## src/rtl/macro_pkg.sv

```systemverilog
// Shared ALU opcode encoding and legality helper for the issue queue and ALU.
package macro_pkg;

  typedef enum logic [3:0] {
    SEL      = 4'd0,
    INC      = 4'd1,
    DEC      = 4'd2,
    ADD      = 4'd3,
    ADD_c    = 4'd4,
    SUB      = 4'd5,
    SUB_b    = 4'd6,
    AND      = 4'd7,
    OR       = 4'd8,
    XOR      = 4'd9,
    SHIFT_L  = 4'd10,
    SHIFT_R  = 4'd11,
    ROTATE_L = 4'd12,
    ROTATE_R = 4'd13
  } opcode_e;

  localparam logic [3:0] OPCODE_MAX = 4'd13;

  function automatic logic is_legal(input logic [3:0] op);
    return op <= OPCODE_MAX;
  endfunction

endpackage

```

## src/rtl/alu_cmd_fifo.sv

```systemverilog
// Generic synchronous circular FIFO; head entry is presented combinationally on dout.
module alu_cmd_fifo #(
  parameter int WIDTH = 12,
  parameter int DEPTH = 4,
  localparam int PW = $clog2(DEPTH),
  localparam int LW = $clog2(DEPTH+1)
) (
  input  logic             clk,
  input  logic             rst_n,
  input  logic             push,
  input  logic             pop,
  input  logic [WIDTH-1:0] din,
  output logic [WIDTH-1:0] dout,
  output logic             full,
  output logic             empty,
  output logic [LW-1:0]    level
);

  logic [WIDTH-1:0] mem_q [DEPTH];
  logic [PW-1:0]    wr_ptr_q, wr_ptr_d, rd_ptr_q, rd_ptr_d;
  logic [LW-1:0]    level_q, level_d;
  logic             push_ok, pop_ok;

  assign full  = (level_q == LW'(DEPTH));
  assign empty = (level_q == '0);
  assign level = level_q;
  assign dout  = mem_q[rd_ptr_q];

  // A full FIFO refuses pushes even when a pop frees a slot in the same cycle.
  assign push_ok = push && !full;
  assign pop_ok  = pop && !empty;

  always_comb begin
    wr_ptr_d = wr_ptr_q;
    rd_ptr_d = rd_ptr_q;
    level_d  = level_q;
    if (push_ok) wr_ptr_d = wr_ptr_q + 1'b1;
    if (pop_ok)  rd_ptr_d = rd_ptr_q + 1'b1;
    level_d = level_q + LW'(push_ok) - LW'(pop_ok);
  end

  always_ff @(posedge clk or negedge rst_n) begin
    if (!rst_n) begin
      wr_ptr_q <= '0;
      rd_ptr_q <= '0;
      level_q  <= '0;
    end else begin
      wr_ptr_q <= wr_ptr_d;
      rd_ptr_q <= rd_ptr_d;
      level_q  <= level_d;
    end
  end

  // Storage needs no reset: entries are only read when level says they are valid.
  always_ff @(posedge clk) begin
    if (push_ok) mem_q[wr_ptr_q] <= din;
  end

endmodule

```

## src/rtl/alu_issue_queue.sv

```systemverilog
// Command buffer and issue register feeding the 4-bit ALU; owns the carry flag and cin forwarding.
module alu_issue_queue
  import macro_pkg::*;
#(
  parameter int DEPTH = 4,
  parameter int W     = 4,
  parameter int ERRW  = 8,
  localparam int LW   = $clog2(DEPTH+1)
) (
  input  logic            clk,
  input  logic            reset,
  input  logic            cmd_valid,
  output logic            cmd_ready,
  input  logic [W-1:0]    cmd_a,
  input  logic [W-1:0]    cmd_b,
  input  logic [3:0]      cmd_ctl,
  input  logic            issue_en,
  input  logic            flag_clr,
  input  logic            alu_valid_out,
  input  logic            alu_carry,
  output logic            valid_in,
  output logic [W-1:0]    a,
  output logic [W-1:0]    b,
  output logic [3:0]      ctl,
  output logic            cin,
  output logic [LW-1:0]   level,
  output logic [ERRW-1:0] err_cnt
);

  localparam int CW = 2*W + 4;

  logic [CW-1:0]   head;
  logic            full, empty, xfer, push, issue;
  logic            valid_in_q, valid_in_d;
  logic [W-1:0]    a_q, a_d, b_q, b_d;
  logic [3:0]      ctl_q, ctl_d;
  logic            carry_flag_q, carry_flag_d;
  logic [ERRW-1:0] err_cnt_q, err_cnt_d;

  assign cmd_ready = !full;
  assign xfer      = cmd_valid && cmd_ready;
  // Illegal opcodes complete the handshake but never enter the queue.
  assign push      = xfer && is_legal(cmd_ctl);
  assign issue     = !empty && issue_en;

  alu_cmd_fifo #(.WIDTH(CW), .DEPTH(DEPTH)) u_fifo (
    .clk   (clk),
    .rst_n (reset),
    .push  (push),
    .pop   (issue),
    .din   ({cmd_a, cmd_b, cmd_ctl}),
    .dout  (head),
    .full  (full),
    .empty (empty),
    .level (level)
  );

  always_comb begin
    valid_in_d   = issue;
    a_d          = a_q;
    b_d          = b_q;
    ctl_d        = ctl_q;
    carry_flag_d = carry_flag_q;
    err_cnt_d    = err_cnt_q;
    if (issue) {a_d, b_d, ctl_d} = head;
    if (flag_clr)           carry_flag_d = 1'b0;
    else if (alu_valid_out) carry_flag_d = alu_carry;
    if (xfer && !is_legal(cmd_ctl) && (err_cnt_q != {ERRW{1'b1}}))
      err_cnt_d = err_cnt_q + 1'b1;
  end

  always_ff @(posedge clk or negedge reset) begin
    if (!reset) begin
      valid_in_q   <= 1'b0;
      a_q          <= '0;
      b_q          <= '0;
      ctl_q        <= '0;
      carry_flag_q <= 1'b0;
      err_cnt_q    <= '0;
    end else begin
      valid_in_q   <= valid_in_d;
      a_q          <= a_d;
      b_q          <= b_d;
      ctl_q        <= ctl_d;
      carry_flag_q <= carry_flag_d;
      err_cnt_q    <= err_cnt_d;
    end
  end

  assign valid_in = valid_in_q;
  assign a        = a_q;
  assign b        = b_q;
  assign ctl      = ctl_q;
  assign err_cnt  = err_cnt_q;
  // Forward the in-flight carry so chained ADD_c/SUB_b see the previous op's result.
  assign cin      = alu_valid_out ? alu_carry : carry_flag_q;

endmodule

```

## config.mk

```make
export PLATFORM = sky130hd
export DESIGN_NAME = alu_issue_queue
export DESIGN_NICKNAME = d
export VERILOG_FILES = /design/src/rtl/macro_pkg.sv /design/src/rtl/alu_cmd_fifo.sv /design/src/rtl/alu_issue_queue.sv
export SDC_FILE = /design/constraint.sdc
export NUM_CORES = 1
export LEC_CHECK = 0
export CORE_MARGIN = 4
export CORE_UTILIZATION = 32
export CTS_CLUSTER_DIAMETER = 200
export DETAILED_ROUTE_END_ITERATION = 10
export SYNTH_ARGS = -nofsm -noshare
export SYNTH_HDL_FRONTEND = slang
export SYNTH_HIERARCHICAL = 1
export SYNTH_SLANG_ARGS = --single-unit
```

## constraint.sdc

```tcl
create_clock -name clk -period 4.45 [get_ports clk]
set_clock_uncertainty 0.1 [all_clocks]
set_input_delay 1.1125 -clock clk [delete_from_list [all_inputs] [get_ports clk]]
set_output_delay 1.1125 -clock clk [all_outputs]
set_load 0.02 [all_outputs]
```

==> results of run 1 <==
synthesized netlist by cell type (3+ instances only):
cell type / number / area (um2)
dfrtp_1: 29 / 726
ha_1: 7 / 87.6
inv_1: 8 / 30.0
nand2_1: 3 / 11.3
nor3_1: 3 / 15.0
mux4_1: 4 / 105
and3b_1: 4 / 35.0
nor2_1: 3 / 11.3
xnor2_1: 5 / 43.8
nor2b_1: 3 / 18.8
mux4_2: 8 / 180
nand2b_1: 5 / 31.3
o211ai_1: 3 / 22.5
nand3_1: 4 / 20.0
edfxtp_1: 48 / 1440
mux2_2: 16 / 180
layout by cell type, fill, tap and decap left out, types with 2 or more instances in the layout:
master           count
and3_1               2
and3b_1              4
buf_4                2
bufinv_16            2
clkbuf_8            10
clkdlybuf4s50_1     44
clkinv_4             2
dfrtp_1             29
edfxtp_1            48
ha_1                 7
inv_1                8
mux2_2              16
mux4_1               4
mux4_2               8
nand2_1              3
nand2b_1             5
nand3_1              4
nand4_1              2
nand4bb_1            2
nor2_1               3
nor2b_1              3
nor3_1               3
o211ai_1             3
o21ai_0              2
xnor2_1              5
sequential cells by signal, indices dropped and copies added, names as in the netlist:
| name | cells |
|---|---|
| b | 4 |
| valid_in | 1 |
| u_fifo/wr_ptr_q | 2 |
| carry_flag_q | 1 |
| u_fifo/rd_ptr_q | 2 |
| err_cnt | 8 |
| u_fifo/mem_q | 48 |
| a | 4 |
| u_fifo/level | 3 |
| ctl | 4 |
critical path: stages:
cell	delay, ns
clkdlybuf4s50_1	0.46
mux2_2	0.34
clkdlybuf4s50_1	0.54
power by group through the flow:
stage	logic (mW)	registers [mW]	clock network (mW)
floorplan	0.484	1.18	0
CTS	0.820	1.15	0.610
global placement	0.810	1.16	0
detailed placement	0.819	1.16	0
finish	0.806	1.14	0.592
global route	0.881	1.18	0.639
metrics by stage:
stage           util  total power [mW]  hold slack (ns)
2_1_floorplan      -              1.66            0.443
3_3_place_gp   0.389              1.97            0.390
3_5_place_dp   0.389              1.98            0.395
4_1_cts        0.413              2.58            0.413
5_1_grt        0.413              2.70            0.424
6_report       0.413              2.54            0.409
per-layer routing:
metal  share of wire  global-route usage  vias to the layer above
li1                -                   -                      805
met1            0.46               0.142                      891
met2            0.47               0.169                       47
met3           0.056              0.0394                        9
met4           0.013              0.0370                        0
met5               0                   0                        -
cells by family (layout without fill, tap and decap cells):
group | Yosys count | in the layout | share of synthesized area
flops | 77 | 77 | 0.672
simple gates | 35 | 35 | 0.0729
mux | 29 | 29 | 0.147
compound gates | 13 | 13 | 0.0353
buf+inv | 12 | 70 | 0.0229
fa+ha+maj | 8 | 8 | 0.0334
xor+xnor | 6 | 6 | 0.0163
worst max-delay path by stage:
stage | startpoint | endpoint | slack, ns
3_3_place_gp | cmd_ctl[3] | u_fifo/level[2] | 0.71
3_5_place_dp | cmd_ctl[3] | u_fifo/level[2] | 0.64
5_1_grt | alu_valid_out | cin | 0.76
2_1_floorplan | cmd_ctl[3] | u_fifo/level[2] | 1.45
4_1_cts | alu_valid_out | cin | 0.78
6_report | alu_valid_out | cin | 0.79
layout make-up:
type,instances,share of cell area
sequential,77,0.537
multi-input combinational,91,0.244
timing repair buffer,46,0.113
tap,133,0.0412
clock buffer,10,0.0341
clock inverter,6,0.0233
inverter,8,0.00744
==> results.tsv, run 1 <==
metric	value	unit
CTS tree	done	
Critical Path Fanout Max	2	
Worst Hold End	b[0]	
Pleak	1.46	nW
R2R setup slack	1.59	ns
Starting DRT DRC Count	61	
RSZ-0062 raised after global routing	false	
CP required	3.24	ns
Async S/R FF share, synth	0.377	
Initial Util	0.330	
Synth-to-Final Area Change	25.1	%
clk root buf	clkbuf_8	
Vias/cell	4.72	
Die Wd	108	um
status	completed	
final worst slack	0.789	ns
Sw Share	0.314	
CTS clk-pin slew, worst paths	0.08	ns
Place WS	0.644	ns
cell-internal power	1.74	mW
# IOs	45	
flops & latches, synth	77	
TNS Setup	0	ns
H-tree depth	3	
hold path cells	1	
first-pass GRT wire length	9.62	mm
Nets	260	
worst hold path startpoint	b[0]	
Cells after Synth	180	
P per Cell Area	630	nW/um2
syn_nets	207	
TritonRoute pass-1 iters	4	
row count	36	
fin crit period	3.66	ns
largest net degree at the start of global routing	30	
Total GRT Usage	0.109	
switching power	0.798	mW
Multi-input gate area	985	um2
Hold Buf Count CTS	0	
Max-slew headroom	0.415	
post-layout instance area	4040	um2
DP Cell Count	355	
highest clock rate	0.273	GHz
placed inst area	3800	um2
CP endpoint kind	primary output	
FILL cells	908	
Synth Warn #	6	
Remaining DRCs	0	
period utilization	0.823	
DP Wirelength	3.82	mm
worst r2r path cells	10	
Slew Limit Fails	0	
crit path DAT	2.45	ns
Post-synth EDFFs	48	
worst vdd ir	0.000302	V
Reg2Reg Launch Point	u_fifo/level[2]	
clock share of power	0.233	
routed wire length per instance	16.0	um
Reg power frac	0.450	
clk buf depth	2	
top_reg_cell synth	edfxtp_1	
Die Height	108	um
TritonCTS Sinks	77	
Unique masters post-synth	39	
logic gate share of total power	0.317	
core footprint	9770	um2
layout cell share with drive strength beyond 1	0.193	
Tightest Pin Transition	0.878	ns
Reg area	2170	um2
clock latency on the worst-skew pair	0.34	ns
non-filler cells, final	371	
Hold Crit Class	reg -> reg	
DR vias	1752	
# Max-Cap Violations	0	
CP startpoint kind	input port	
Detail Route Antenna Nets	0	
Seq/Total Area, Yosys	0.672	
vias in the first global route	1819	
Syn Std Cell Area	3230	um2
Setup Buffers After CTS	0	
reg-to-reg endpoint	u_fifo/level[2]	
count of input and output buffers	44	
number of diodes	0	
Total Routed Length	5.95	mm
initial antenna violation count	0	
gp weighted congestion	0.851	
final setup violation count	0	
final hold viol count	0	
post-CTS sizing	0	
global route total overflow	0	
critical path class	in -> out	
die area	11800	um2
syn_area_per_cell	17.9	um2
total CTS buffers	9	
Note: power is estimated with default switching activity, not from simulation.
==> inputs of run 2 (changes only) <==
==> constraint.sdc (replaced) <==
create_clock -name clk -period 3.4 [get_ports clk]
set_clock_uncertainty 0.1 [all_clocks]
set_input_delay 0.85 -clock clk [delete_from_list [all_inputs] [get_ports clk]]
set_output_delay 0.85 -clock clk [all_outputs]
set_load 0.02 [all_outputs]
==> results.tsv, run 2 (synthesis gave the netlist of run 1 again) <==
metric	value	unit	change
status	completed		
Biggest register	u_fifo/mem_q		
Die Wd	108	um	unchanged
Starting DRT DRC Count	65		+6.6%
Tightest Pin Transition	0.822	ns	-0.0562 ns
H-tree depth	3		unchanged
logic gate share of total power	0.342		+0.025
RSZ-0062 raised after global routing	false		
Nets	269		+3.5%
row count	36		unchanged
TritonRoute pass-1 iters	4		unchanged
total CTS buffers	9		unchanged
Total GRT Usage	0.112		+0.00302
P per Cell Area	785	nW/um2	+25%
Synth-to-Final Area Change	25.5	%	
Die Height	108	um	unchanged
# Max-Cap Violations	0		unchanged
critical path class	in -> out		
CP max stage cell	clkdlybuf4s50_1		
layout cell share with drive strength beyond 1	0.223		+0.0294
crit path DAT	2.19	ns	-0.26 ns
worst r2r path cells	10		unchanged
highest clock rate	0.319	GHz	
hold path cells	1		unchanged
grt met1 use	0.144		+0.00193
number of diodes	0		unchanged
core footprint	9770	um2	unchanged
CP startpoint kind	input port		
Max-slew headroom	0.452		+0.0375
commonest non-fill, non-tap cells in the layout	edfxtp_1 (48), clkdlybuf4s50_1 (44), dfrtp_1 (29), mux2_2 (16), buf_4 (11)		
gp weighted congestion	0.802		-5.8%
CP required	2.45	ns	-0.79 ns
Remaining DRCs	0		unchanged
period utilization	0.923		
FILL cells	904		-0.44%
Reg2Reg Launch Point	u_fifo/level[2]		
Worst Hold End	a[2]		
crit-path leading delay family	buffers and inverters		
CTS tree	done		
cell-internal power	2.15	mW	+23%
# IOs	45		unchanged
count of input and output buffers	44		unchanged
clock latency on the worst-skew pair	0.34	ns	about the same
worst hold path startpoint	a[2]		
R2R setup slack	0.77	ns	-0.82 ns
initial antenna violation count	0		unchanged
reg-to-reg endpoint	u_fifo/level[2]		
switching power	1.03	mW	+29%
final setup violation count	0		unchanged
met3 Resource Use GR	0.0382		-0.00119
Total Routed Length	6.06	mm	+1.8%
busiest grt layer	met2		
post-layout instance area	4050	um2	+0.31%
Slew Limit Fails	0		unchanged
WP buf/inv	2		unchanged
Hold Buf Count CTS	0		unchanged
DP Wirelength	4.05	mm	+6.1%
cells along the critical path	clkdlybuf4s50_1 -> mux2_2 -> clkdlybuf4s50_1		
Sw Share	0.324		+0.00989
global route total overflow	0		unchanged
final core occ	0.414		+0.00128
first-pass GRT wire length	9.69	mm	+0.72%
clk root buf	clkbuf_8		
Hold Crit Class	reg -> reg		
Pleak	1.48	nW	+1.4%
CTS clk-pin slew, worst paths	0.08	ns	about the same
commonest non-fill, non-tap cell in the layout	edfxtp_1		
clk buf depth	2		unchanged
fin crit period	3.14	ns	
max reg flops	48		unchanged
TritonCTS Sinks	77		unchanged
Critical Path Fanout Max	2		unchanged
TNS Setup	0	ns	unchanged
crit-path most repeated cell	clkdlybuf4s50_1		
routed wire length per instance	15.9	um	-0.56%
met2 Use GR	0.175		+0.00530
Setup Buffers After CTS	0		unchanged
worst vdd ir	0.000315	V	+4.0%
Reg power frac	0.468		+0.018
placed inst area	3870	um2	+1.8%
largest net degree at the start of global routing	30		unchanged
clock share of power	0.190		-0.043
post-CTS sizing	0		unchanged
Vias/cell	4.69		-0.59%
Max stage delay on crit path	0.54	ns	about the same
Detail Route Antenna Nets	0		unchanged
DR vias	1784		+1.8%
die area	11800	um2	unchanged
final hold viol count	0		unchanged
vias in the first global route	1920		+5.6%
CP endpoint kind	primary output		
Initial Util	0.330		unchanged
==> run 2: how the worst max path moves through the flow <==
| stage | startpoint | end | slack, ns | depth (start not counted) |
|---|---|---|---|---|
| floorplan | cmd_ctl[3] | u_fifo/level[2] | 0.66 | 9 |
| global placement | alu_valid_out | cin | 0.28 | 3 |
| detailed placement | cmd_valid | u_fifo/level[2] | 0.25 | 10 |
| CTS | alu_valid_out | cin | 0.25 | 3 |
| global route | alu_valid_out | cin | 0.23 | 3 |
| finish | alu_valid_out | cin | 0.26 | 3 |
==> run 2: layer usage <==
layer / part of all wire / wire (um)
met5: 0 / 0
met4: 0.015 / 93
met3: 0.059 / 358
met2: 0.47 / 2820
met1: 0.46 / 2790
==> run 2: power groups by stage <==
stage	registers (mW)	clock network (mW)	logic (mW)
after floorplan	1.54	0	0.634
after global placement	1.51	0	1.08
after detailed placement	1.52	0	1.11
after CTS	1.50	0.630	1.11
after global routing	1.53	0.666	1.18
final	1.49	0.603	1.09
==> run 2: per-stage QoR <==
step           std cells  total power [mW]  hold WS (ns)  worst slack (ns)
2_1_floorplan        180              2.18         0.443             0.660
5_1_grt              380              3.38         0.439             0.232
6_report             380              3.18         0.407             0.261
3_5_place_dp         364              2.62         0.395             0.252
4_1_cts              380              3.24         0.413             0.251
3_3_place_gp         364              2.60         0.389             0.276
==> run 2: layout make-up <==
cell class              count  area (um2)  area share
multi-input cells          91         985       0.243
well taps                 133         166      0.0411
flip-flops and latches     77        2170       0.535
repair buffers             55         523       0.129
clock inverters             6        38.8     0.00958
inverters                   8        30.0     0.00742
clock buffers              10         138      0.0340
